<file path="config.mk">
export PLATFORM = sky130hd
export DESIGN_NAME = snn_spike_streamer
export DESIGN_NICKNAME = d
export VERILOG_FILES = /design/src/rtl/snn_stream_pkg.sv /design/src/rtl/snn_beat_timer.sv /design/src/rtl/snn_spike_streamer.sv
export SDC_FILE = /design/constraint.sdc
export NUM_CORES = 1
export LEC_CHECK = 0
export CAP_MARGIN = 10
export CORE_ASPECT_RATIO = 1.5
export CORE_MARGIN = 2
export CORE_UTILIZATION = 56
export DETAILED_ROUTE_END_ITERATION = 12
export PLACE_DENSITY = 0.82
export SLEW_MARGIN = 20
export SYNTH_ARGS = -nofsm -noshare
export SYNTH_HDL_FRONTEND = slang
export SYNTH_HIERARCHICAL = 1
export SYNTH_SLANG_ARGS = --single-unit
</file>
<file path="constraint.sdc">
create_clock -name clk -period 3.05 [get_ports clk]
set_input_delay 0.61 -clock clk [delete_from_list [all_inputs] [get_ports clk]]
set_output_delay 0.61 -clock clk [all_outputs]
set_load 0.03 [all_outputs]
</file>
<file path="src/rtl/snn_stream_pkg.sv">
// Shared types and sizing helpers for the spike-vector serializer.
package snn_stream_pkg;

  typedef enum logic [0:0] {
    IDLE = 1'b0,
    SEND = 1'b1
  } state_e;

  // Data beats needed to carry n_spikes bits over the given number of lanes
  function automatic int unsigned calc_beats(input int unsigned n_spikes,
                                             input int unsigned lanes);
    return (n_spikes + lanes - 1) / lanes;
  endfunction

  // Counter width able to index 0..n-1 (never narrower than one bit)
  function automatic int unsigned cnt_width(input int unsigned n);
    return (n <= 1) ? 1 : $clog2(n);
  endfunction

endpackage

</file>
<file path="src/rtl/snn_beat_timer.sv">
// Restartable DIV-cycle hold timer; beat_done_o is high during the last cycle of each beat.
module snn_beat_timer
  import snn_stream_pkg::*;
#(
  parameter int unsigned DIV = 1
) (
  input  logic clk,
  input  logic rst_n,
  input  logic en_i,
  input  logic restart_i,
  output logic beat_done_o
);

  localparam int unsigned CW = cnt_width(DIV);
  localparam logic [CW-1:0] LAST = CW'(DIV - 1);

  logic [CW-1:0] cnt_q, cnt_d;
  logic          done_q, done_d;

  // done is registered one cycle ahead so it lines up with the final hold cycle
  always_comb begin
    cnt_d  = cnt_q;
    done_d = 1'b0;
    if (restart_i) begin
      cnt_d = '0;
    end else if (en_i) begin
      cnt_d = (cnt_q == LAST) ? '0 : CW'(cnt_q + 1'b1);
    end
    done_d = (restart_i || en_i) && (cnt_d == LAST);
  end

  always_ff @(posedge clk or negedge rst_n) begin
    if (!rst_n) begin
      cnt_q  <= '0;
      done_q <= 1'b0;
    end else begin
      cnt_q  <= cnt_d;
      done_q <= done_d;
    end
  end

  assign beat_done_o = done_q;

endmodule

</file>
<file path="src/rtl/snn_spike_streamer.sv">
// Serializes each qualified spike vector over LANES pins as a framed beat sequence.
// Optional trailing even-parity beat per lane when SNN_STREAM_PARITY_EN is defined.
module snn_spike_streamer
  import snn_stream_pkg::*;
#(
  parameter int unsigned N_SPIKES = 8,
  parameter int unsigned LANES    = 2,
  parameter int unsigned DIV      = 1
) (
  input  logic                clk,
  input  logic                rst_n,
  input  logic [N_SPIKES-1:0] spikes_in,
  input  logic                spikes_valid,
  output logic [LANES-1:0]    lane_out,
  output logic                frame_sync,
  output logic                busy,
  output logic [7:0]          drop_count
);

  localparam int unsigned BEATS = calc_beats(N_SPIKES, LANES);
  localparam int unsigned SR_W  = BEATS * LANES;
`ifdef SNN_STREAM_PARITY_EN
  localparam int unsigned TOTAL_BEATS = BEATS + 1;
`else
  localparam int unsigned TOTAL_BEATS = BEATS;
`endif
  localparam int unsigned BW = cnt_width(TOTAL_BEATS);
  localparam logic [BW-1:0] LAST_BEAT = BW'(TOTAL_BEATS - 1);

  state_e                state_q, state_d;
  logic [SR_W-1:0]       sr_q, sr_d;
  logic [N_SPIKES-1:0]   pend_q, pend_d;
  logic                  pend_vld_q, pend_vld_d;
  logic [BW-1:0]         beat_q, beat_d;
  logic [LANES-1:0]      lane_q, lane_d;
  logic                  fs_q, fs_d;
  logic                  busy_q, busy_d;
  logic [7:0]            drop_q, drop_d;
`ifdef SNN_STREAM_PARITY_EN
  logic [LANES-1:0]      par_q, par_d;
`endif

  logic                  beat_done;
  logic                  last_c;
  logic                  start_c;
  logic [N_SPIKES-1:0]   load_vec_c;
  logic [SR_W-1:0]       load_full_c;

  snn_beat_timer #(.DIV(DIV)) u_timer (
    .clk        (clk),
    .rst_n      (rst_n),
    .en_i       ((state_d == SEND) && !start_c),
    .restart_i  (start_c),
    .beat_done_o(beat_done)
  );

  always_comb begin
    state_d     = state_q;
    sr_d        = sr_q;
    pend_d      = pend_q;
    pend_vld_d  = pend_vld_q;
    beat_d      = beat_q;
    lane_d      = lane_q;
    fs_d        = fs_q;
    busy_d      = busy_q;
    drop_d      = drop_q;
`ifdef SNN_STREAM_PARITY_EN
    par_d       = par_q;
`endif
    start_c     = 1'b0;
    load_vec_c  = spikes_in;
    last_c      = beat_done && (beat_q == LAST_BEAT);

    case (state_q)
      IDLE: begin
        if (spikes_valid) begin
          start_c = 1'b1;
        end
      end
      SEND: begin
        if (last_c) begin
          // Frame boundary: pending vector goes first, an arriving one takes its slot
          if (pend_vld_q) begin
            start_c    = 1'b1;
            load_vec_c = pend_q;
            pend_vld_d = spikes_valid;
            if (spikes_valid) begin
              pend_d = spikes_in;
            end
          end else if (spikes_valid) begin
            start_c = 1'b1;
          end else begin
            state_d = IDLE;
            sr_d    = '0;
            beat_d  = '0;
            lane_d  = '0;
            fs_d    = 1'b0;
            busy_d  = 1'b0;
          end
        end else begin
          if (spikes_valid) begin
            if (!pend_vld_q) begin
              pend_d     = spikes_in;
              pend_vld_d = 1'b1;
            end else if (drop_q != 8'hFF) begin
              drop_d = 8'(drop_q + 8'd1);
            end
          end
          if (beat_done) begin
            beat_d = BW'(beat_q + 1'b1);
            fs_d   = 1'b0;
`ifdef SNN_STREAM_PARITY_EN
            if (beat_q == BW'(BEATS - 1)) begin
              lane_d = par_q;
            end else begin
              lane_d = sr_q[LANES-1:0];
              sr_d   = sr_q >> LANES;
              par_d  = par_q ^ sr_q[LANES-1:0];
            end
`else
            lane_d = sr_q[LANES-1:0];
            sr_d   = sr_q >> LANES;
`endif
          end
        end
      end
      default: state_d = IDLE;
    endcase

    load_full_c = SR_W'(load_vec_c);
    if (start_c) begin
      state_d = SEND;
      lane_d  = load_full_c[LANES-1:0];
      sr_d    = load_full_c >> LANES;
      beat_d  = '0;
      fs_d    = 1'b1;
      busy_d  = 1'b1;
`ifdef SNN_STREAM_PARITY_EN
      par_d   = load_full_c[LANES-1:0];
`endif
    end
  end

  always_ff @(posedge clk or negedge rst_n) begin
    if (!rst_n) begin
      state_q    <= IDLE;
      sr_q       <= '0;
      pend_q     <= '0;
      pend_vld_q <= 1'b0;
      beat_q     <= '0;
      lane_q     <= '0;
      fs_q       <= 1'b0;
      busy_q     <= 1'b0;
      drop_q     <= '0;
`ifdef SNN_STREAM_PARITY_EN
      par_q      <= '0;
`endif
    end else begin
      state_q    <= state_d;
      sr_q       <= sr_d;
      pend_q     <= pend_d;
      pend_vld_q <= pend_vld_d;
      beat_q     <= beat_d;
      lane_q     <= lane_d;
      fs_q       <= fs_d;
      busy_q     <= busy_d;
      drop_q     <= drop_d;
`ifdef SNN_STREAM_PARITY_EN
      par_q      <= par_d;
`endif
    end
  end

  assign lane_out   = lane_q;
  assign frame_sync = fs_q;
  assign busy       = busy_q;
  assign drop_count = drop_q;

endmodule

</file>
==> results.yml <==
run_status:
  status: "finished clean"
min_path:
  min_from: "busy"
  min_path_cells: 1
  min_path_type: "reg -> reg"
  min_to: "busy"
clock_tree:
  h-tree-depth: 2
  post_cts_resize_count: 0
  root_buffer: "clkbuf_8"
  clkSlewWorstSetupHoldPaths_ns: 0.06
  cts_tree: "yes"
  cts_setup_buffers: 0
  clock_latency_ns: 0.28
  holdBufCountCts: 0
  cts.path.max_buffers: 2
  cts_sinks: 31
  cts_inserted_buffers: 5
setup_path:
  crit_fanout: 5
  r2r_slack_ns: 1.13
  end_kind: "output pin"
  crit_slowest_cell: "clkdlybuf4s50_1"
  cp.required_ns: 2.44
  worstPathArrival_ns: 1.42
  worst_setup_path_start_kind: "flip-flop"
  crit_family: "buffers and inverters"
  slowest_delay_ns: 0.71
  worst-setup-path-type: "reg -> out"
  reg2reg_depth: 5
  crit_buf_inv: 1
  crit_cells: 1
  regToRegEndpoint: "pend_q[7]"
  r2r_start: "beat_q[0]"
  path_cells: "clkdlybuf4s50_1"
sta:
  slew_viol_final: 0
  clock.fmax_ghz: 0.492
  worstMarginPinSlew_ns: 0.526
  hold_ws_ns: 0.475
  period_minus_slack_ns: 2.03
  finalClockSkew_ns: 0.00262
  timing_hold_violations_final: 0
  rsz0062_at_grt: "false"
  setup_violations: 0
  maxSlewHeadroom: 0.649
  fin_tns_setup_ns: 0
  fin_crit_sh: 0.666
cells_and_area:
  synthToLayoutAreaGrowth_pct: 23.8
  drive_gt1_frac: 0.223
  diodes: 0
  fin_util: 0.714
  stdcell_area_um2: 1870
  fin_nets: 169
floorplan:
  io_pins: 23
  core_um2: 2620
  num_rows: 23
  die_w_um: 46.4
  fp.dieH_um: 67.6
  initial_core_util: 0.577
  dieArea_um2: 3140
synth:
  yosys.cell_count.top_type: "dfrtp_1"
  synth_nets: 142
  synthArstFlopShare: 1.00
  syn_area_um2: 1510
  synth_area_leaders: "dfrtp_1, mux2_4, mux2_2, nor2_1, a221oi_1"
  ys.flop_type: "dfrtp_1"
  synth_edf_count: 0
  yosysSeqAreaShare: 0.513
  syn_inst: 129
  yosys_warnings: 6
  synth.distinct_cells: 31
  avgSynthCellArea_um2: 11.7
  synth_area_leader_cell: "dfrtp_1"
  synthTopCellsByCount: "dfrtp_1, nor2_1, mux2_2, nand2_1, mux2_4"
  synth-seq-cells: 31
  synth_top_area_frac: 0.513
power_and_ir_drop:
  p_leak_nw: 0.829
  ir_drop_uv: 532
  finalPower_mw: 2.05
  power_per_cell_area_nw_per_um2: 1090
drt:
  vias_per_cell: 5.44
  drt_pass1_iterations: 4
  drtIter0Drc: 21
  routed_wirelength_um: 2830
  routedWlPerCell_um: 14.6
  drc: 0
  antenna_left: 0
  num_vias: 1055
global_route:
  grt_pass1_vias: 1085
  grt_pass1_wl_um: 4660
  antenna_found_initial: 0
  grt_max_degree: 32
  grt.total_usage: 0.215
  grt_overflow: 0
placement:
  dp_hpwl_um: 2040
  place_congestion: 0.760
  port_buffers: 22
  placed_area_um2: 1770
flow_run:
  maxCapViolCount: 0
## flip-flops by register name, summed over array words and instances, names as in the netlist, 2 cells and up
name        flops
drop_count      8
beat_q          2
pend_q          8
sr_q            6
lane_out        2
## cells in the final DEF, fill, tap and decap left out, types with 2 or more instances in the layout
master,count
clkbuf_8,7
nand3_1,5
a21oi_1,7
buf_4,3
and2_2,2
ha_1,2
xor2_1,4
nand2b_1,2
a21o_1,2
and3_1,3
nor2_1,14
a221oi_1,5
a22o_1,2
o21ai_0,3
mux2_2,10
dfrtp_1,31
clkdlybuf4s50_1,22
nor3_1,2
mux2_4,9
nand2_1,10
## area by class of cell
type | count | area [um2]
fillers | 205 | 748
clock buffers | 8 | 100
flip-flops and latches | 31 | 776
well taps | 37 | 46.3
multi-input cells | 93 | 706
repair buffers | 25 | 243
## metrics by stage
stage,std cells,setup slack (ns)
2_1_floorplan,129,1.28
3_3_place_gp,186,0.946
3_5_place_dp,186,0.896
4_1_cts,194,0.992
5_1_grt,194,0.967
6_report,194,1.02
## power breakdown
part / total (mW) / leakage [nW] / switching, mW / internal [mW]
Clock: 0.348 / 0.0515 / 0.143 / 0.205
Combinational: 0.946 / 0.404 / 0.461 / 0.485
Sequential: 0.752 / 0.374 / 0.155 / 0.598
## layer usage
layer,global-route usage,vias to the layer above,share of wire
met5,0,-,0
li1,-,512,-
met1,0.213,513,0.40
met4,0.118,0,0.025
met2,0.380,23,0.53
met3,0.0668,7,0.041
## kinds of logic (layout without fill, tap and decap cells)
family | count (synthesis) | in the layout | share of synthesized area
DFF | 31 | 31 | 0.513
muxes | 19 | 19 | 0.164
buffers and inverters | 5 | 33 | 0.0199
AOI/OAI and AO/OA | 21 | 21 | 0.0993
xor gates and xnor gates | 5 | 5 | 0.0290
and+or+nand+nor | 46 | 46 | 0.158
adders and majority gates | 2 | 2 | 0.0166
## how the worst max path moves through the flow
| stage | start | end |
|---|---|---|
| after floorplan | drop_count[0] | drop_count[7] |
| after CTS | drop_count[0] | drop_count[0] |
| after detailed placement | spikes_valid | pend_q[7] |
| final | drop_count[0] | drop_count[0] |
| after global placement | spikes_valid | pend_q[6] |
| after global routing | drop_count[0] | drop_count[0] |
(Power assumes the default switching activity.)
